`config.mk`:
```
export PLATFORM = sky130hd
export DESIGN_NAME = memory_dumper
export DESIGN_NICKNAME = d
export VERILOG_FILES = /design/src/rtl/memory_dumper.sv
export SDC_FILE = /design/constraint.sdc
export NUM_CORES = 1
export LEC_CHECK = 0
export ABC_CLOCK_PERIOD_IN_PS = 4900
export CAP_MARGIN = 15
export CORE_MARGIN = 10
export CORE_UTILIZATION = 45
export CTS_CLUSTER_SIZE = 20
export DETAILED_ROUTE_END_ITERATION = 6
export GPL_TIMING_DRIVEN = 0
export PLACE_DENSITY = 0.86
export SYNTH_ARGS = -nofsm -noshare
export SYNTH_HDL_FRONTEND = slang
export SYNTH_SLANG_ARGS = --single-unit
```
`constraint.sdc`:
```
create_clock -name clk -period 4.9 [get_ports clk]
set_input_delay 0.98 -clock clk [delete_from_list [all_inputs] [get_ports clk]]
set_output_delay 0.98 -clock clk [all_outputs]
set_load 0.01 [all_outputs]
```
`src/rtl/memory_dumper.sv`:
```
// memory_dumper: streams instruction memory, then data memory minus the memory-mapped
// I/O hole, over a valid/ready port. Optional trailing checksum word: `DUMP_CHECKSUM_EN.
module memory_dumper #(
  parameter int MEMMAPSTARTADDR = 384,
  parameter int MEMMAPENDADDR   = 511
) (
  input  logic        clk,
  input  logic        sync_rst,
  input  logic        clk_en,
  input  logic        DumpInit,
  output logic        InstReadEn,
  output logic        DataReadEn,
  output logic [9:0]  ReadAddr,
  input  logic [15:0] ReadData,
  output logic        StreamValid,
  input  logic        StreamReady,
  output logic [15:0] StreamData,
  output logic        DumpBusy,
  output logic        DumpDone
);

  // Counter bit 9 selects data space, so hole words sit at 512 + word index.
  localparam logic [10:0] HoleFirst  = 11'(512 + MEMMAPSTARTADDR / 2);
  localparam logic [10:0] HoleResume = 11'(512 + (MEMMAPENDADDR - 1) / 2 + 1);

`ifdef DUMP_CHECKSUM_EN
  typedef enum logic [2:0] {IDLE, READ, CAPTURE, SEND, CSUM, DONE} stateT;
`else
  typedef enum logic [2:0] {IDLE, READ, CAPTURE, SEND, DONE} stateT;
`endif

  stateT       stateReg, stateNext;
  logic [10:0] wordCntReg, wordCntNext;
  logic [10:0] wordInc;
  logic [15:0] streamDataReg, streamDataNext;
`ifdef DUMP_CHECKSUM_EN
  logic [15:0] checksumReg, checksumNext;
`endif

  always_ff @(posedge clk) begin
    if (sync_rst) begin
      stateReg      <= IDLE;
      wordCntReg    <= '0;
      streamDataReg <= '0;
`ifdef DUMP_CHECKSUM_EN
      checksumReg   <= '0;
`endif
    end else if (clk_en) begin
      stateReg      <= stateNext;
      wordCntReg    <= wordCntNext;
      streamDataReg <= streamDataNext;
`ifdef DUMP_CHECKSUM_EN
      checksumReg   <= checksumNext;
`endif
    end
  end

  always_comb begin
    stateNext      = stateReg;
    wordCntNext    = wordCntReg;
    streamDataNext = streamDataReg;
`ifdef DUMP_CHECKSUM_EN
    checksumNext   = checksumReg;
`endif
    InstReadEn  = 1'b0;
    DataReadEn  = 1'b0;
    StreamValid = 1'b0;
    DumpBusy    = 1'b1;
    DumpDone    = 1'b0;
    wordInc     = wordCntReg + 11'd1;

    case (stateReg)
      IDLE, DONE: begin
        DumpBusy = 1'b0;
        DumpDone = (stateReg == DONE);
        if (DumpInit) begin
          stateNext   = READ;
          wordCntNext = '0;
`ifdef DUMP_CHECKSUM_EN
          checksumNext = '0;
`endif
        end
      end

      READ: begin
        InstReadEn = ~wordCntReg[9];
        DataReadEn = wordCntReg[9];
        stateNext  = CAPTURE;
      end

      CAPTURE: begin
        streamDataNext = ReadData;
        stateNext      = SEND;
      end

      SEND: begin
        StreamValid = 1'b1;
        if (StreamReady) begin
          // Jump straight over the I/O hole instead of reading it.
          wordCntNext = (wordInc == HoleFirst) ? HoleResume : wordInc;
`ifdef DUMP_CHECKSUM_EN
          checksumNext = checksumReg + streamDataReg;
          if (wordCntNext[10]) begin
            stateNext      = CSUM;
            streamDataNext = checksumNext;
          end else begin
            stateNext = READ;
          end
`else
          stateNext = wordCntNext[10] ? DONE : READ;
`endif
        end
      end

`ifdef DUMP_CHECKSUM_EN
      CSUM: begin
        StreamValid = 1'b1;
        if (StreamReady) stateNext = DONE;
      end
`endif

      default: stateNext = IDLE;
    endcase
  end

  assign ReadAddr   = {wordCntReg[8:0], 1'b0};
  assign StreamData = streamDataReg;

endmodule
```
# Word-level counts from Yosys, hierarchy flattened
# Index checks and enable logic that the tools add are counted.
[classes]
n_bitwise = 1
n_eq_ne = 7
muxes = 13
add_sub_neg = 1
reduce_logical = 6
[ops]
columns = ["cell", "n"]
rows = [
  ["11-bit two-way mux", 3],
  ["11-bit case mux with 2 select lines", 1],
  ["3-bit case mux with 4 select lines", 1],
  ["11-bit by 1-bit adder with 11-bit output (second input constant)", 1],
  ["11-bit by 10-bit equality test with 1-bit output (second input constant)", 1],
  ["3-bit two-way mux", 3],
  ["3-bit by 2-bit equality test with 1-bit output (second input constant)", 2],
  ["1-bit two-way mux", 5],
  ["2-bit inequality test (second input constant)", 2],
  ["4-bit AND reduction", 1],
  ["3-bit by 1-bit equality test with 1-bit output (second input constant)", 1],
  ["3-bit equality test (second input constant)", 1],
  ["3-bit logical NOT", 1],
  ["3-bit AND reduction", 1],
  ["2-bit AND reduction", 1],
  ["2-bit nonzero test", 1],
  ["2-bit OR reduction", 1],
  ["1-bit inverter", 1],
]
[word_totals]
output_inout_bits = 31
ff_bits = 30
elab_cells = 31
inputBits = 21

# Depth between registers and ports, before layout
[depth]
word_depth = 6
depth_mapped = 8
mapped_depth_nobuf = 7

# Worst setup path after synthesis
# OpenSTA, ideal clock, no wires.
[synth_timing]
path_kind = "register to output"
start = "register stateReg[1]"
end = "output port DataReadEn"
arrival_ps = 909
path_stages_with_launch = 3
path_slack_ps = 3011
path_buffers = 1
required_ps = 3920
cell_sequence = "dfxtp_1 buf_4 nor4b_1"
[synth_between]
elab_chain_len = 2
[synth_lines]
columns = ["item", "line_no", "source"]
rows = [
  ["from (decl)", "32", "stateT stateReg, stateNext;"],
  ["from (signal assigned)", "49", "stateReg <= stateNext;"],
  ["3-bit by 1-bit equality test with 1-bit output", "72", "case (stateReg)"],
  ["1-bit two-way mux", "72", ""],
  ["to (decl)", "12", "output logic DataReadEn,"],
]
# Every way passes these cells.

# Final worst setup path
[layout_timing]
start = "register wordCntReg[9]"
end = "output port DataReadEn"
[layout_between]
elab_chain_len = 1
[layout_lines]
columns = ["item", "line_no", "source"]
rows = [
  ["from (decl)", "33", "logic [10:0] wordCntReg, wordCntNext;"],
  ["from (signal assigned)", "50", "wordCntReg <= wordCntNext;"],
  ["1-bit two-way mux", "72", ""],
]
# Every way passes these cells.

==> metrics <==
register area 600.6 µm²; first-pass GRT wire length 7162 µm; Fin. Hold Viols 0; H-tree depth 2; Setup Skew 10.57 ps; sequential-to-total area share from yosys stat 37.83%; post-synthesis register bit count 30; synthesized net count 228; WP buf/inv 2; largest net degree at the start of global routing 11; Reg clk slew, reported paths 90 ps; Setup Crit Path Kind flop to primary output; Worst Path Max Fanout 5; row count 21; Post-route DRC 0; Multi-input gate area 820.8 µm²; Setup Buffers After CTS 0; Max-cap violations 0; share of layout cells above drive strength 1 12.26%; CTS tree yes; startpoint types flop; GRT overflow 0; Tcrit/Tclk final 57.93%; io pins 52; ys flop type dfxtp_1; CP Cell Sequence inv_1, nor4b_1, clkdlybuf4s50_1; CTS Hold Bufs 0; asr flop ratio synth 0%; Post-DP HPWL 3294 µm; Final Slew Violations 0; Worst VDD drop 0.0001895 V; EDFF count, synth 0; Syn-to-layout area delta 39.64%; drt total wl 4333 µm; post-DR wirelength/cell 14.11 µm; Pwr Density 227.0 mW/mm²; delay of the slowest critical-path stage 620 ps; 1st-iter DRT viols 161; setup TNS 0 ps; Synth top area share 37.83%; Die Span Y 79.40 µm; TritonRoute pass-1 iters 4; count leader, synth nand2_1; remaining antenna violation count 0; final hold slack 457.0 ps; Crit path max-delay family buffers and inverters; Clk Tree Root Cell clkbuf_4; initial antenna violation count 0; post-synth top area cell dfxtp_1; post-CTS sizing 0; fmax 352.3 MHz; Hold Crit Class flop to flop; minimum clock period 2839 ps; Pleak 0.8308 nW; number of global-route vias before repair 1506; status finished clean; DR vias/cell 5.202; core region area 0.003363 mm²; Gate Count Post-Synth 205; via count 1597; crit end category primary output; number of CTS-inserted buffers 5; I/O Buffers 49; Final setup viols 0; Fillers 315; Crit path required time 3920 ps; ANT cells 0; post-synthesis cell type count 42; clock sink count 30; Die Wd 79.40 µm; Area contributors post-synth dfxtp_1 38%, nand2_1 10%, a21oi_1 8.2%; Synth top cells by count 43 x nand2_1, 30 x dfxtp_1, 26 x a21oi_1; all-layer global routing usage 13.97%; die area 0.006304 mm²; initial core utilization 47.21%; Syn Area/Cell 7.745 µm²; worst-skew pair later-pin latency 320 ps; highest-delay cell along the critical path clkdlybuf4s50_1; RSZ-0062 raised after global routing no; Yosys warnings 0; clk buf depth 2; Mapped Area 0.001588 mm²; routability cong. 0.8769; Nets 284; Arr. time, crit path 1860 ps
-- final cells by class --
type,instances,area share (%)
Sequential cell,30,27.09
Clock inverter,1,1.354
Buffer,24,6.659
Inverter,5,0.8465
Timing Repair Buffer,49,22.12
Multi-Input combinational cell,146,37.02
Tap cell,46,2.596
Clock buffer,6,2.314
-- layer usage --
metal,global-route usage [%],up-vias,share of wire (%)
met5,0,-,0
li1,-,811,-
met1,17.61,713,45
met4,6.452,0,2.3
met2,21.62,62,47
met3,3.716,11,5.6
-- cells by family after synthesis --
| group | share of synthesized area, % |
|---|---|
| and+or+nand+nor | 31.60 |
| xor gates and xnor gates | 1.655 |
| adders and majority gates | 1.576 |
| AOI/OAI and AO/OA | 16.63 |
| DFF | 37.83 |
| other | 0.2362 |
| buffers and inverters | 10.48 |
-- state kept, by name, indices dropped and copies added, names as in the netlist --
name,count
StreamData,16
stateReg,3
wordCntReg,11
-- tightest hold or removal path, cell delays in order, from the launching register on --
cell and delay (ps):
dfxtp_1 320, nand2_1 50, a21oi_1 50
-- layout by cell type (no fill, tap or decap), types with 2 or more instances in the layout --
cell type,count
inv_1,4
clkdlybuf4s50_1,49
o21ai_0,4
clkbuf_4,5
xnor2_1,2
buf_2,4
a31oi_1,3
buf_4,14
nand4_1,3
nor3b_1,2
nand3_1,11
clkbuf_1,6
or4_1,2
dfxtp_1,30
nor2_1,10
nand3b_1,5
a21oi_1,26
and3_1,4
nand2_1,43
nor4_1,3
ha_1,2
a22oi_1,2
nor3_1,3
nor4b_1,2
-- through the flow --
step	worst slack, ps	instance area, µm²	instances	util (%)	power (mW)
3_5_place_dp	2325	2136	300	63.50	0.3089
6_report	2061	2217	307	65.92	0.5034
4_1_cts	2056	2217	307	65.92	0.5069
5_1_grt	1993	2217	307	65.92	0.5230
2_1_floorplan	3011	1588	205	-	0.2796
3_3_place_gp	2387	2136	300	63.50	0.3080
-- power by group --
group | internal [mW] | total (mW) | switching [mW]
clock network | 0.119 | 0.200 | 0.0813
logic | 0.0298 | 0.0555 | 0.0257
registers | 0.247 | 0.248 | 0.00123
-- path summary, 6_finish.rpt --
path                            slack, ps                         end                       start  cells after the start
worst max-delay path                 2060                  DataReadEn  wordCntReg[9]$_SDFFE_PP0P_                      3
worst min-delay path                  460  StreamData[0]$_SDFFE_PP0P_  StreamData[0]$_SDFFE_PP0P_                      2
worst max register to register       2830  wordCntReg[1]$_SDFFE_PP0P_  wordCntReg[0]$_SDFFE_PP0P_                      7
worst min register to register        460  StreamData[0]$_SDFFE_PP0P_  StreamData[0]$_SDFFE_PP0P_                      2
No activity file was read; power rests on OpenSTA's default activity.
